File: src/rtl/alu_pkg.sv
// Shared definitions for the ALU issue/writeback stage: opcodes, field positions,
// controller state encoding and the operation codes understood by the ALU.
package alu_pkg;

  localparam logic [3:0] OPC_ADD  = 4'h0;
  localparam logic [3:0] OPC_SUB  = 4'h1;
  localparam logic [3:0] OPC_AND  = 4'h2;
  localparam logic [3:0] OPC_OR   = 4'h3;
  localparam logic [3:0] OPC_ALU4 = 4'h4;
  localparam logic [3:0] OPC_ALU5 = 4'h5;
  localparam logic [3:0] OPC_ALU6 = 4'h6;
  localparam logic [3:0] OPC_ALU7 = 4'h7;
  localparam logic [3:0] OPC_LLI  = 4'h8;
  localparam logic [3:0] OPC_LUI  = 4'h9;
  localparam logic [3:0] OPC_HALT = 4'hE;

  localparam int OPC_HI = 15;
  localparam int OPC_LO = 12;
  localparam int RD_HI  = 11;
  localparam int RD_LO  = 8;
  localparam int RS1_HI = 7;
  localparam int RS1_LO = 4;
  localparam int RS2_HI = 3;
  localparam int RS2_LO = 0;
  localparam int K8_HI  = 7;
  localparam int K8_LO  = 0;

  // Bit of the ALU op that selects the immediate form (B forced to zero).
  localparam int ALU_IMM_BIT = 2;

  localparam logic [2:0] ALU_ADD = 3'd0;
  localparam logic [2:0] ALU_SUB = 3'd1;
  localparam logic [2:0] ALU_AND = 3'd2;
  localparam logic [2:0] ALU_OR  = 3'd3;
  localparam logic [2:0] ALU_OP4 = 3'd4;
  localparam logic [2:0] ALU_OP5 = 3'd5;
  localparam logic [2:0] ALU_OP6 = 3'd6;
  localparam logic [2:0] ALU_OP7 = 3'd7;

  typedef enum logic { ST_RUN = 1'b0, ST_HALT = 1'b1 } state_t;

  typedef enum logic [1:0] {
    K_NONE = 2'd0,
    K_ALU  = 2'd1,
    K_LLI  = 2'd2,
    K_LUI  = 2'd3
  } kind_t;

endpackage

File: src/rtl/alu_issue_if.sv
// Instruction handshake, ALU operand/result and writeback bus of the issue stage.
interface alu_issue_if #(
  parameter int DW = 16,
  parameter int AW = 4
);
  logic          instr_valid;
  logic [15:0]   instr;
  logic          instr_ready;
  logic [DW-1:0] alu_A;
  logic [DW-1:0] alu_B;
  logic [2:0]    alu_op;
  logic [3:0]    alu_imm;
  logic [DW-1:0] alu_out;
  logic          wb_valid;
  logic [AW-1:0] wb_addr;
  logic [DW-1:0] wb_data;

  modport master (
    output instr_valid, instr, alu_out,
    input  instr_ready, alu_A, alu_B, alu_op, alu_imm, wb_valid, wb_addr, wb_data
  );

  modport slave (
    input  instr_valid, instr, alu_out,
    output instr_ready, alu_A, alu_B, alu_op, alu_imm, wb_valid, wb_addr, wb_data
  );
endinterface

File: src/rtl/regfile_2r1w.sv
// Register file: two asynchronous read ports, one synchronous write port,
// register 0 hard-wired to zero, whole array cleared by reset.
module regfile_2r1w #(
  parameter int  NREG = 16,
  parameter int  DW   = 16,
  localparam int AW   = $clog2(NREG)
) (
  input  logic          clk,
  input  logic          rst_n,
  input  logic [AW-1:0] ra1,
  input  logic [AW-1:0] ra2,
  output logic [DW-1:0] rd1,
  output logic [DW-1:0] rd2,
  input  logic          we,
  input  logic [AW-1:0] wa,
  input  logic [DW-1:0] wd
);

  logic [DW-1:0] mem [NREG];

  always_ff @(posedge clk or negedge rst_n) begin
    if (!rst_n) begin
      for (int i = 0; i < NREG; i++) mem[i] <= '0;
    end else if (we && (wa != '0)) begin
      mem[wa] <= wd;
    end
  end

  assign rd1 = (ra1 == '0) ? '0 : mem[ra1];
  assign rd2 = (ra2 == '0) ? '0 : mem[ra2];

endmodule

File: src/rtl/alu_issue.sv
// Issue/writeback stage around the combinational ALU: decode, bypassed operand
// read, one-cycle ALU drive, register writeback and a RUN/HALT controller.
module alu_issue
  import alu_pkg::*;
#(
  parameter int  NREG = 16,
  parameter int  DW   = 16,
  localparam int AW   = $clog2(NREG)
) (
  input  logic        clk,
  input  logic        rst_n,
  alu_issue_if.slave  bus,
  input  logic        resume,
  output logic        halted
);

  function automatic logic signed [DW-1:0] sext8(input logic signed [7:0] k);
    return DW'(k);
  endfunction

  function automatic logic [DW-1:0] lui_merge(input logic [7:0] k, input logic [DW-1:0] cur);
    return DW'({k, cur[7:0]});
  endfunction

  state_t        state_q, state_d;
  kind_t         kind_d;
  logic          accept;
  logic [3:0]    opc;
  logic [AW-1:0] rd, rs1, rs2, ra1;
  logic [7:0]    k8;
  logic [DW-1:0] rd1, rd2, op_a, op_b, imm_res;

  logic          ex_valid;
  logic [AW-1:0] ex_rd;
  kind_t         ex_kind;
  logic [DW-1:0] ex_imm_res;
  logic          wb_en;
  logic [DW-1:0] wb_val;

  logic [DW-1:0] alu_a_q, alu_b_q, wb_data_q;
  logic [2:0]    alu_op_q;
  logic [3:0]    alu_imm_q;
  logic          wb_valid_q;
  logic [AW-1:0] wb_addr_q;

  assign opc = bus.instr[OPC_HI:OPC_LO];
  assign rd  = bus.instr[RD_HI:RD_LO];
  assign rs1 = bus.instr[RS1_HI:RS1_LO];
  assign rs2 = bus.instr[RS2_HI:RS2_LO];
  assign k8  = bus.instr[K8_HI:K8_LO];

  assign bus.instr_ready = (state_q == ST_RUN);
  assign accept          = bus.instr_valid && bus.instr_ready;
  assign halted          = (state_q == ST_HALT);

  always_comb begin
    kind_d = K_NONE;
    if (!opc[3])            kind_d = K_ALU;
    else if (opc == OPC_LLI) kind_d = K_LLI;
    else if (opc == OPC_LUI) kind_d = K_LUI;
  end

  // LUI reuses read port 1 to fetch the destination's current low byte.
  assign ra1 = (opc == OPC_LUI) ? rd : rs1;

  regfile_2r1w #(.NREG(NREG), .DW(DW)) u_rf (
    .clk   (clk),
    .rst_n (rst_n),
    .ra1   (ra1),
    .ra2   (rs2),
    .rd1   (rd1),
    .rd2   (rd2),
    .we    (wb_en),
    .wa    (ex_rd),
    .wd    (wb_val)
  );

  assign wb_en  = ex_valid && (ex_rd != '0);
  assign wb_val = (ex_kind == K_ALU) ? bus.alu_out : ex_imm_res;

  // wb_en already excludes R0, so a match implies a non-zero source register.
  assign op_a    = (wb_en && (ra1 == ex_rd)) ? wb_val : rd1;
  assign op_b    = (wb_en && (rs2 == ex_rd)) ? wb_val : rd2;
  assign imm_res = (kind_d == K_LUI) ? lui_merge(k8, op_a) : sext8(k8);

  always_comb begin
    state_d = state_q;
    case (state_q)
      ST_RUN:  if (accept && (opc == OPC_HALT)) state_d = ST_HALT;
      ST_HALT: if (resume)                      state_d = ST_RUN;
      default: state_d = ST_RUN;
    endcase
  end

  always_ff @(posedge clk or negedge rst_n) begin
    if (!rst_n) state_q <= ST_RUN;
    else        state_q <= state_d;
  end

  // Issue boundary: operands into the ALU registers, result kind into ex_*.
  always_ff @(posedge clk or negedge rst_n) begin
    if (!rst_n) begin
      ex_valid   <= 1'b0;
      ex_rd      <= '0;
      ex_kind    <= K_NONE;
      ex_imm_res <= '0;
      alu_a_q    <= '0;
      alu_b_q    <= '0;
      alu_op_q   <= '0;
      alu_imm_q  <= '0;
    end else begin
      ex_valid <= accept && (kind_d != K_NONE);
      if (accept) begin
        alu_a_q    <= op_a;
        alu_b_q    <= (kind_d == K_ALU && !opc[ALU_IMM_BIT]) ? op_b : '0;
        alu_op_q   <= opc[2:0];
        alu_imm_q  <= bus.instr[RS2_HI:RS2_LO];
        ex_rd      <= rd;
        ex_kind    <= kind_d;
        ex_imm_res <= imm_res;
      end
    end
  end

  // Writeback boundary: report the write committed at this edge.
  always_ff @(posedge clk or negedge rst_n) begin
    if (!rst_n) begin
      wb_valid_q <= 1'b0;
      wb_addr_q  <= '0;
      wb_data_q  <= '0;
    end else begin
      wb_valid_q <= wb_en;
      if (wb_en) begin
        wb_addr_q <= ex_rd;
        wb_data_q <= wb_val;
      end
    end
  end

  assign bus.alu_A    = alu_a_q;
  assign bus.alu_B    = alu_b_q;
  assign bus.alu_op   = alu_op_q;
  assign bus.alu_imm  = alu_imm_q;
  assign bus.wb_valid = wb_valid_q;
  assign bus.wb_addr  = wb_addr_q;
  assign bus.wb_data  = wb_data_q;

endmodule

File: src/flat_wrapper.sv
// flat-port wrapper written by rule: the top's interface ports become plain ports
module alu_issue_flat import alu_pkg::*;
#(
  parameter int  NREG = 16,
  parameter int  DW   = 16,
  localparam int AW   = $clog2(NREG)
)
  (clk, rst_n, resume, halted, bus_instr_valid, bus_instr, bus_alu_out, bus_instr_ready, bus_alu_A, bus_alu_B, bus_alu_op, bus_alu_imm, bus_wb_valid, bus_wb_addr, bus_wb_data);
  alu_issue_if #(.DW(DW), .AW(4)) bus_i ();
  input  logic clk;
  input  logic rst_n;
  input  logic resume;
  output logic halted;
  input wire logic [$bits(bus_i.instr_valid)-1:0] bus_instr_valid;
  input wire logic [$bits(bus_i.instr)-1:0] bus_instr;
  input wire logic [$bits(bus_i.alu_out)-1:0] bus_alu_out;
  output wire logic [$bits(bus_i.instr_ready)-1:0] bus_instr_ready;
  output wire logic [$bits(bus_i.alu_A)-1:0] bus_alu_A;
  output wire logic [$bits(bus_i.alu_B)-1:0] bus_alu_B;
  output wire logic [$bits(bus_i.alu_op)-1:0] bus_alu_op;
  output wire logic [$bits(bus_i.alu_imm)-1:0] bus_alu_imm;
  output wire logic [$bits(bus_i.wb_valid)-1:0] bus_wb_valid;
  output wire logic [$bits(bus_i.wb_addr)-1:0] bus_wb_addr;
  output wire logic [$bits(bus_i.wb_data)-1:0] bus_wb_data;
  assign bus_i.instr_valid = bus_instr_valid;
  assign bus_i.instr = bus_instr;
  assign bus_i.alu_out = bus_alu_out;
  assign bus_instr_ready = bus_i.instr_ready;
  assign bus_alu_A = bus_i.alu_A;
  assign bus_alu_B = bus_i.alu_B;
  assign bus_alu_op = bus_i.alu_op;
  assign bus_alu_imm = bus_i.alu_imm;
  assign bus_wb_valid = bus_i.wb_valid;
  assign bus_wb_addr = bus_i.wb_addr;
  assign bus_wb_data = bus_i.wb_data;
  alu_issue #(.NREG(NREG), .DW(DW)) u_core (.clk(clk), .rst_n(rst_n), .bus(bus_i), .resume(resume), .halted(halted));
endmodule
File: config.mk
export PLATFORM = sky130hd
export DESIGN_NAME = alu_issue_flat
export DESIGN_NICKNAME = d
export VERILOG_FILES = /design/src/rtl/alu_pkg.sv /design/src/rtl/alu_issue_if.sv /design/src/rtl/regfile_2r1w.sv /design/src/rtl/alu_issue.sv /design/src/flat_wrapper.sv
export SDC_FILE = /design/constraint.sdc
export NUM_CORES = 1
export LEC_CHECK = 0
export ABC_AREA = 1
export CORE_MARGIN = 2
export CORE_UTILIZATION = 40
export CTS_CLUSTER_SIZE = 8
export DETAILED_ROUTE_END_ITERATION = 16
export PLACE_DENSITY = 0.68
export SYNTH_ARGS = -nofsm -noshare
export SYNTH_HDL_FRONTEND = slang
export SYNTH_HIERARCHICAL = 1
export SYNTH_SLANG_ARGS = --single-unit
File: constraint.sdc
create_clock -name clk -period 2.5 [get_ports clk]
set_clock_uncertainty 0.2 [all_clocks]
set_input_delay 0.625 -clock clk [delete_from_list [all_inputs] [get_ports clk]]
set_output_delay 0.625 -clock clk [all_outputs]
set_load 0.05 [all_outputs]
* After elaboration in Yosys (flattened, before gate mapping)
Cells that the tools add are included.
** Storage, ports and cells
- Word-level logic and storage cells :: 81
- Bits of input ports :: 36
- Register bits after elaboration :: 340
- Output and inout port bits :: 62
** Cells by class
- Mux-type cells :: 23
- Reduce and logical (&&, ||, !) cells :: 14
- Bitwise logic cells :: 4
- Equal/unequal tests :: 8
- Order comparisons :: 4
** Operator list (number)
- 256-bit bitwise mux :: 1
- 16-bit 2-to-1 mux :: 11
- 16-bit binary-select mux with 4-bit select :: 2
- 16-bit demux with 4-bit select :: 1
- 5-bit greater-or-equal comparator, second input constant :: 3
- 15-bit 2-to-1 mux :: 1
- 4-bit NOT with 5-bit output :: 3
- 4-bit equality test, second input constant :: 3
- 1-bit logical AND :: 9
- 4-bit equality test :: 2
- 4-bit zero test :: 2
- 2-bit 2-to-1 mux :: 3
- 5-bit by 1-bit < comparator with 1-bit output, second input constant :: 1
- 2-bit by 1-bit equality test with 1-bit output, second input constant :: 2
- 4-bit 2-to-1 mux :: 1
- 4-bit nonzero test :: 1
- 2-bit equality test, second input constant :: 1
- 1-bit 2-to-1 mux :: 2
- 1-bit one-hot mux with 2 select lines :: 1
- 2-bit nonzero test :: 1
- 1-bit zero test :: 1
- 1-bit NOT :: 1

* Logic depth before layout (Yosys ltp)
Gate-level depths: netlist of run 1.
- Depth in word-level cells :: 9
- Depth in mapped cells :: 21
- Mapped depth without buffers :: 18

* Modules after synthesis
Netlist of run 1, hierarchy kept.
** Modules (own cells, without submodules)
- regfile_2r1w :: cells each 2312, area each 15063.2 µm², seq. area each 6406.1 µm², instances 1
- alu_issue :: cells each 539, area each 4174.0 µm², seq. area each 2102.0 µm², instances 1

* Worst setup path after synthesis of run 1
No wires, ideal clock.
- Kind :: input-to-reg
- Start :: in bus_instr[12]
- End :: reg u_core.ex_imm_res[2]
- Library setup time :: 0.117 ns
- Path slack :: -0.136 ns
- Path buffers :: 3
- Stages :: 18
- Data arrival time :: 2.320 ns
- Data required time :: 2.183 ns
- Path through :: inv_1 > nor2_2 > nand2_4 > buf_6 > nand2_4 > nand2_2 > inv_1 > buf_2 > clkbuf_1 > nand2_1 > nand3_1 > nand3_1 > nand3_1 > a21oi_1 > nand2_1 > nand3_1 > nand2_1 > nand2_1
** On the way
- Longest elaborated chain between the ends :: 9
- Elaborated cells on any way between the ends :: 17
- Classes of those cells :: eq/ne: 4; mux: 10; bitwise: 1; reduce/logical: 2
** Ends and longest elaborated chain
- from (decl) :: line flat_wrapper.sv:15 : input wire logic [$bits(bus_i.instr)-1:0] bus_instr;
- 4-bit equality test (*) :: line alu_issue.sv:64 : assign ra1 = (opc == OPC_LUI) ? rd : rs1;
- 4-bit 2-to-1 mux (*) :: line alu_issue.sv:64
- via u_core.ra1[0] :: line alu_issue.sv:29 : logic [AW-1:0] rd, rs1, rs2, ra1;
- 4-bit NOT with 5-bit output (implied by the code) :: line regfile_2r1w.sv:29 : assign rd1 = (ra1 == '0) ? '0 : mem[ra1];
- 16-bit binary-select mux with 4-bit select :: line regfile_2r1w.sv:29
- 16-bit 2-to-1 mux (implied by the code) (2 in series) :: line regfile_2r1w.sv:29
- 16-bit 2-to-1 mux (*) :: line regfile_2r1w.sv:29
- via u_core.rd1[2] :: line alu_issue.sv:31 : logic [DW-1:0] rd1, rd2, op_a, op_b, imm_res;
- 16-bit 2-to-1 mux (*) :: line alu_issue.sv:82 : assign op_a = (wb_en && (ra1 == ex_rd)) ? wb_val : rd1;
- 15-bit 2-to-1 mux (*) :: line alu_issue.sv:84 : assign imm_res = (kind_d == K_LUI) ? lui_merge(k8, op_a) : sext8(k8);
- to (signal assigned) :: line alu_issue.sv:120 : ex_imm_res <= imm_res;
- to (decl) :: line alu_issue.sv:36 : logic [DW-1:0] ex_imm_res;
The timed path passes the listed nets; every way through them passes the cells marked *. The select of a mux whose other input is x is not followed.
A chain may end at the register's enable or synchronous reset.

* Worst setup path in the final report of run 1
- Start :: reg u_core.state_q, in the netlist u_core/halted
- End :: out bus_instr_ready
** On the way
- Longest elaborated chain between the ends :: 1
** Ends and longest elaborated chain
- from (decl) :: line alu_issue.sv:25 : state_t state_q, state_d;
- from (signal assigned) :: line alu_issue.sv:97 : else state_q <= state_d;
- 1-bit NOT :: line alu_issue.sv:52 : assign bus.instr_ready = (state_q == ST_RUN);
- to (decl) :: line flat_wrapper.sv:17 : output wire logic [$bits(bus_i.instr_ready)-1:0] bus_instr_ready;
No other way between the ends.

==> results of run 1 <==
## cells by family after synthesis
kind of cell / count (synthesis) / share of synthesized area, %
AO/OA/AOI/OAI: 367 / 9.860
AND/OR/NAND/NOR: 1562 / 33.70
buffers and inverters: 580 / 12.12
flip-flops: 340 / 44.23
XOR/XNOR: 2 / 0.09107
## path summary, 6_finish.rpt
kind	depth (start not counted)	from	to
max	2	u_core/halted	bus_instr_ready
min	3	bus_instr[4]	u_core/ex_imm_res[12]
max reg2reg	8	u_core/ex_rd[0]	u_core/u_rf/mem[191]
min reg2reg	0	u_core/u_rf/mem[246]	u_core/u_rf/mem[246]
max in group asynchronous	3	rst_n	u_core/u_rf/mem[108]
min in group asynchronous	3	rst_n	u_core/u_rf/mem[184]
## power by group
part / switching [mW] / internal [mW] / leakage [nW]
Sequential: 0.990 / 7.53 / 3.91
Combinational: 5.37 / 2.78 / 8.41
Clock: 2.39 / 3.50 / 0.628
## layout by cell type (no fill, tap or decap), drive strengths merged
cell and instances:
nand3 394, a22oi 3, inv 373, o21ai 296, nor4 3, nand4 2, xor2 2, nand2 1136
dfrtp 340, clkdlybuf4s50 27, a21oi 47, o221ai 1, dlygate4sd2 59, bufbuf 5, nor3 3, o211ai 19
o22ai 1, clkinv 4, dlygate4sd3 1, buf 227, clkbuf 54, nor2 24, dlymetal6s2s 1
## worst min-delay path, cell delays in order
cell and delay [ns]:
dlymetal6s2s_1 0.15, nand2_1 0.07, a22oi_1 0.06
## metrics by stage
| stage | hold WS [ns] | instance area [um^2] |
|---|---|---|
| CTS | 0.1794 | 23910 |
| floorplan | 0.1294 | 19260 |
| finish | 0.1647 | 24040 |
| global route | 0.1823 | 24040 |
| global placement | 0.1648 | 22250 |
| detailed placement | 0.1680 | 22250 |
## routing by layer
layer,vias to the layer above,routed length [um]
li1,9186,-
met1,9385,28870
met2,1057,30770
met3,206,7477
met4,2,3453
met5,-,13
## sequential cells by signal, indices dropped and copies added, names as in the netlist
signal	flops
u_core/bus.alu_op	3
u_core/bus.alu_imm	4
u_core/ex_rd	4
u_core/ex_valid	1
u_core/ex_kind	2
u_core/bus.wb_valid	1
u_core/ex_imm_res	16
u_core/u_rf/mem	256
u_core/bus.wb_data	16
u_core/bus.alu_A	16
u_core/halted	1
u_core/bus.alu_B	16
u_core/bus.wb_addr	4
## layout make-up
| cell class | count | share of cell area, % |
|---|---|---|
| Timing Repair Buffer | 320 | 14.51 |
| Sequential cell | 340 | 35.40 |
| Inverter | 376 | 5.991 |
| Clock buffer | 54 | 5.268 |
| Clock inverter | 1 | 0.06767 |
| Tap cell | 615 | 3.201 |
| Multi-Input combinational cell | 1931 | 35.56 |
## timing repair
action,4_1_cts,5_1_grt
gates resized for setup,90,18
endpoints found under the setup margin,78,24
pin swaps,12,4
hold buffers,1,0
cloned,7,0
buffers inserted,10,5
endpoints found under the hold margin,255,0
==> summary.md, run 1 <==
| Metric | Value |
|---|---|
| Global Route met2 Usage | `43.33%` |
| CTS Buf Count | `48` |
| HPWL after detailed placement | `47960 um` |
| Seq/Total Area, Yosys | `44.23%` |
| Yosys warning total | `6` |
| Multi-input logic area | `8548 um^2` |
| DR pass1 iterations | `7` |
| Max-Slew Margin vs Limit | `57.27%` |
| Worst Tran Pin Value | `0.6410 ns` |
| Peak VDD IR | `0.0006268 V` |
| Vias in the first global route | `19080` |
| Final #Nets | `3053` |
| All-Layer GR Usage | `28.43%` |
| Clock Tree Root | `clkbuf_16` |
| CP required | `1.67 ns` |
| Met1 Usage GRT | `38.07%` |
| Die width | `223.3 um` |
| Ys flop type | `dfrtp_1` |
| Post-synth top area cell | `dfrtp_1` |
| Largest cells by area after synthesis | `dfrtp_1 44%, nand2_1 22%, nand3_1 10%` |
| Max Cap Viol | `0` |
| Lkg Pwr | `12.95 nW` |
| Final core utilization | `50.45%` |
| Met3 Resource Use GR | `7.033%` |
| Hold Vio Cnt, Final | `0` |
| EDFF count, synth | `0` |
| Via/cell ratio | `5.454` |
| Avg WL per Cell | `19.41 um` |
| Final setup TNS | `0 ns` |
| CTS max path bufs | `3` |
| Clk pin slew, worst setup/hold paths | `0.05 ns` |
| Unique masters post-synth | `29` |
| Power per Cell Area | `938.3 nW/um^2` |
| Row count | `80` |
| Asr flop ratio synth | `100.0%` |
| Filler cells | `4568` |
| Slowest stage delay, CP | `0.54 ns` |
| Final setup viols | `0` |
| Initial Util | `40.38%` |
| Yosys top cell area share | `44.23%` |
| Post-Syn Area | `19240 um^2` |
| Crit path launch type | `flip-flop` |
| Worst-Skew Late Latency | `0.59 ns` |
| Flops & latches, synth | `340` |
| Setup crit end kind | `primary output` |
| Sequential cell area | `8508 um^2` |
| Final Power | `22.55 mW` |
| Largest net degree at the start of global routing | `105` |
| RSZ-0062 raised after global routing | `true` |
| Worst path bufs/invs | `2` |
| Most frequent cell after synthesis | `nand2_1` |
| Fraction of layout cells with a size suffix above 1 | `11.38%` |
| Overflow left after global routing | `0` |
| Post-route minimum period | `2.427 ns` |
| Die ar. | `49860 um^2` |
| Top post-synthesis cells by count | `1131 x nand2_1, 389 x nand3_1, 368 x inv_1` |
| DRC violations left | `0` |
| Pre-CTS WS | `-0.8096 ns` |
| Worst-path maximum fanout | `3` |
| Delay-heaviest family, CP | `buffers and inverters` |
| Antenna-violating nets left | `0` |
| GRT Max-Usage Layer | `met2` |
| Status | `complete, no violations` |
| DIE HEIGHT | `223.3 um` |
| ANT cells | `0` |
| Via count | `19840` |
| R2R setup slack | `0.14 ns` |
| Final Instance Count excl. Fillers | `3637` |
| Area grow syn2layout | `24.95%` |
| # H-tree levels | `2` |
| Crit path max-delay cell type | `dlygate4sd2_1` |
| First-pass GRT wire length | `109700 um` |
| Starting DRT DRC Count | `2631` |
| Tcrit/Tclk final | `97.10%` |
| CTS tree | `done` |
| Core area | `47650 um^2` |
| # placed instances | `3559` |
| RePlAce Congestion | `0.9489` |
| Worst EP arrival | `1.60 ns` |
| Worst min path class | `in -> reg` |
| Post-synthesis net count | `2887` |
| Routed Wire Length | `70580 um` |
| Worst-path cell chain | `inv_1, dlygate4sd2_1` |
| CTS sink cnt | `340` |
| Fmax achieved | `0.4120 GHz` |
| Number of antenna violations at the first check in global routing | `2` |
| Cell count after synthesis | `2851` |
| PortBufs | `97` |
| Syn avg cell area | `6.748 um^2` |
| Crit Path Class | `reg -> out` |
| Max-slew violations | `0` |
| Final WS setup | `0.07262 ns` |
| IO Pins | `98` |
(Power assumes the default switching activity.)
==> inputs of run 2 (changes only) <==
Settings changed: CORE_UTILIZATION 40 to 61, PLACE_DENSITY 0.68 to 0.92.
==> summary.md, run 2 (synthesized netlist as in run 1, its figures left out) <==
| Metric | Value |
|---|---|
| Status | `complete, no violations (unchanged)` |
| Setup crit end kind | `primary output (unchanged)` |
| DRC violations left | `0 (unchanged)` |
| Hold Vio Cnt, Final | `0 (unchanged)` |
| Final Cell Area | `23700 um^2 (was 24040 um^2)` |
| CTS Buf Count | `48 (unchanged)` |
| Worst min path class | `reg -> reg (was in -> reg)` |
| Core area | `31310 um^2 (was 47650 um^2)` |
| DIE HEIGHT | `181.6 um (was 223.3 um)` |
| Clk pin slew, worst setup/hold paths | `0.05 ns (about the same)` |
| Slowest stage delay, CP | `0.56 ns (was 0.54 ns)` |
| Largest net degree at the start of global routing | `49 (was 105)` |
| # placed instances | `3353 (was 3559)` |
| Antenna-violating nets left | `0 (unchanged)` |
| Via/cell ratio | `6.069 (was 5.454)` |
| CTS max path bufs | `3 (unchanged)` |
| First-pass GRT wire length | `109200 um (was 109700 um)` |
| Max-Slew Margin vs Limit | `57.17% (was 57.27%)` |
| Area grow syn2layout | `23.20% (was 24.95%)` |
| Pre-CTS WS | `-0.7443 ns (was -0.8096 ns)` |
| Gate power share | `36.7% (was 36.1%)` |
| Final core utilization | `75.69% (was 50.45%)` |
| DR pass1 iterations | `7 (unchanged)` |
| CTS sink cnt | `340 (unchanged)` |
| Reg2reg start | `u_core/ex_rd[1] (was u_core/ex_rd[0])` |
| Crit Path Class | `reg -> out (unchanged)` |
| Clock power share | `25.5% (was 26.1%)` |
| Max Cap Viol | `0 (unchanged)` |
| CP required | `1.67 ns (about the same)` |
| # H-tree levels | `2 (unchanged)` |
| Crit path launch type | `flip-flop (unchanged)` |
| Worst-path cell chain | `clkdlybuf4s15_1 (was inv_1, dlygate4sd2_1)` |
| PortBufs | `97 (unchanged)` |
| Most frequent cells in the layout | `1122 x nand2_1, 370 x nand3_1, 360 x inv_1 (was 1126 x nand2_1, 381 x nand3_1, 361 x inv_1)` |
| Post-route minimum period | `2.493 ns (was 2.427 ns)` |
| Avg WL per Cell | `20.55 um (was 19.41 um)` |
| Worst-path maximum fanout | `2 (was 3)` |
| Worst path bufs/invs | `1 (was 2)` |
| Die ar. | `32970 um^2 (was 49860 um^2)` |
| Delay-heaviest family, CP | `buffers and inverters (unchanged)` |
| Row count | `65 (was 80)` |
| Fmax achieved | `0.4012 GHz (was 0.4120 GHz)` |
| Sequential power share | `37.9% (was 37.8%)` |
| Die width | `181.6 um (was 223.3 um)` |
| Lkg Pwr | `12.93 nW (was 12.95 nW)` |
| Worst Tran Pin Value | `0.6418 ns (was 0.6410 ns)` |
| Initial Util | `61.44% (was 40.38%)` |
| Final Instance Count excl. Fillers | `3430 (was 3637)` |
| Max-slew violations | `0 (unchanged)` |
| Power per Cell Area | `955.5 nW/um^2 (was 938.3 nW/um^2)` |
| Overflow left after global routing | `0 (unchanged)` |
| Crit path launch | `u_core/bus.alu_A[10] (was u_core/halted)` |
| Worst EP arrival | `1.67 ns (was 1.60 ns)` |
| CTS tree | `done (unchanged)` |
| Crit path max-delay cell type | `clkdlybuf4s15_1 (was dlygate4sd2_1)` |
| Hold path start | `u_core/u_rf/mem[250] (was bus_instr[4])` |
| Vias in the first global route | `20170 (was 19080)` |
| Int Pwr | `13.79 mW (was 13.80 mW)` |
| IO Pins | `98 (unchanged)` |
| Final Power | `22.65 mW (was 22.55 mW)` |
| Via count | `20820 (was 19840)` |
| Net Switching | `8.856 mW (was 8.753 mW)` |
| Final setup TNS | `0 ns (unchanged)` |
| Hold Slack | `0.1749 ns (was 0.1647 ns)` |
| Final setup viols | `0 (unchanged)` |
| HPWL after detailed placement | `47110 um (was 47960 um)` |
| RePlAce Congestion | `1.016 (was 0.9489)` |
| Final #Nets | `3063 (was 3053)` |
| Worst-Skew Late Latency | `0.56 ns (was 0.59 ns)` |
| Most common cell after layout, fill and taps aside | `nand2_1 (unchanged)` |
| Number of antenna violations at the first check in global routing | `1 (was 2)` |
| Final WS setup | `0.007452 ns (was 0.07262 ns)` |
| Area after DPL | `21950 um^2 (was 22250 um^2)` |
| Max FFs per register | `256 (unchanged)` |
| Routed Wire Length | `70490 um (was 70580 um)` |
| Peak VDD IR | `0.0007679 V (was 0.0006268 V)` |
| Switching fraction of total power | `39.11% (was 38.81%)` |
| All-Layer GR Usage | `42.57% (was 28.43%)` |
| Clock Tree Root | `clkbuf_16 (unchanged)` |
| Tcrit/Tclk final | `99.70% (was 97.10%)` |
| Top reg by flops | `u_core/u_rf/mem (unchanged)` |
| Fraction of layout cells with a size suffix above 1 | `12.12% (was 11.38%)` |
| Starting DRT DRC Count | `3090 (was 2631)` |
| Filler cells | `2255 (was 4568)` |
[run 2: cell count changes in the layout (fill, tap and decap cells not counted), sizes merged]
| cell | before | now |
|---|---|---|
| buf | 227 | 234 |
| bufbuf | 5 | 1 |
| clkbuf | 54 | 56 |
| bufinv | 0 | 1 |
| clkdlybuf4s15 | 0 | 1 |
| clkdlybuf4s50 | 27 | 26 |
| clkinv | 4 | 3 |
| diode | 0 | 1 |
| dlygate4sd2 | 59 | 58 |
| dlymetal6s2s | 1 | 2 |
[run 2: path summary, 6_finish.rpt]
check / cells after the start / to / slack [ns]
worst max-delay path: 1 / bus_alu_A[10] / 0.007
worst min-delay path: 0 / u_core/u_rf/mem[250] / 0.17
worst max register to register: 10 / u_core/u_rf/mem[2] / 0.15
worst min register to register: 0 / u_core/u_rf/mem[250] / 0.17
max in group asynchronous: 3 / u_core/u_rf/mem[107] / 0.85
min in group asynchronous: 2 / u_core/u_rf/mem[154] / 0.39
[run 2: what timing repair did]
action                                  CTS  global route
hold endpoints to repair                 38             0
setup buffers                            11             7
cloned                                    5             2
endpoints found under the setup margin   84            26
hold buffers                              1             0
pin swaps                                 8            23
resized for setup                        90            48
[run 2: power groups by stage]
stage               clock [mW]  combinational [mW]  sequential (mW)
floorplan                    0                4.61             8.94
global placement             0                7.58             8.50
detailed placement           0                7.88             8.59
CTS                       5.82                7.95             8.54
global route              6.07                9.13             8.78
finish                    5.76                8.31             8.57
[run 2: worst register-to-register path: cells and delay by family, from the launching register on]
kind | cells | cell delay, ns
compound gates | 1 | 0.14
buf+inv | 3 | 0.77
flops | 1 | 0.37
simple gates | 6 | 0.76
[run 2: routing by layer]
metal / share of wire [%] / up-vias / global-route usage, %
met5: 0 / - / 0
met4: 7.7 / 0 / 27.45
met3: 14 / 427 / 11.91
met2: 43 / 1631 / 64.34
met1: 35 / 9565 / 54.05
li1: - / 9195 / -
[run 2: layout make-up]
| cell class | instances | area, um^2 | area share [%] |
|---|---|---|---|
| flip-flops and latches | 340 | 8508 | 35.90 |
| multi-input cells | 1931 | 8594 | 36.26 |
| well taps | 402 | 503.0 | 2.122 |
| diodes | 1 | 2.502 | 0.01056 |
| clock buffers | 49 | 1226 | 5.174 |
| clock inverters | 1 | 30.03 | 0.1267 |
| inverters | 376 | 1433 | 6.045 |
| repair buffers | 330 | 3403 | 14.36 |
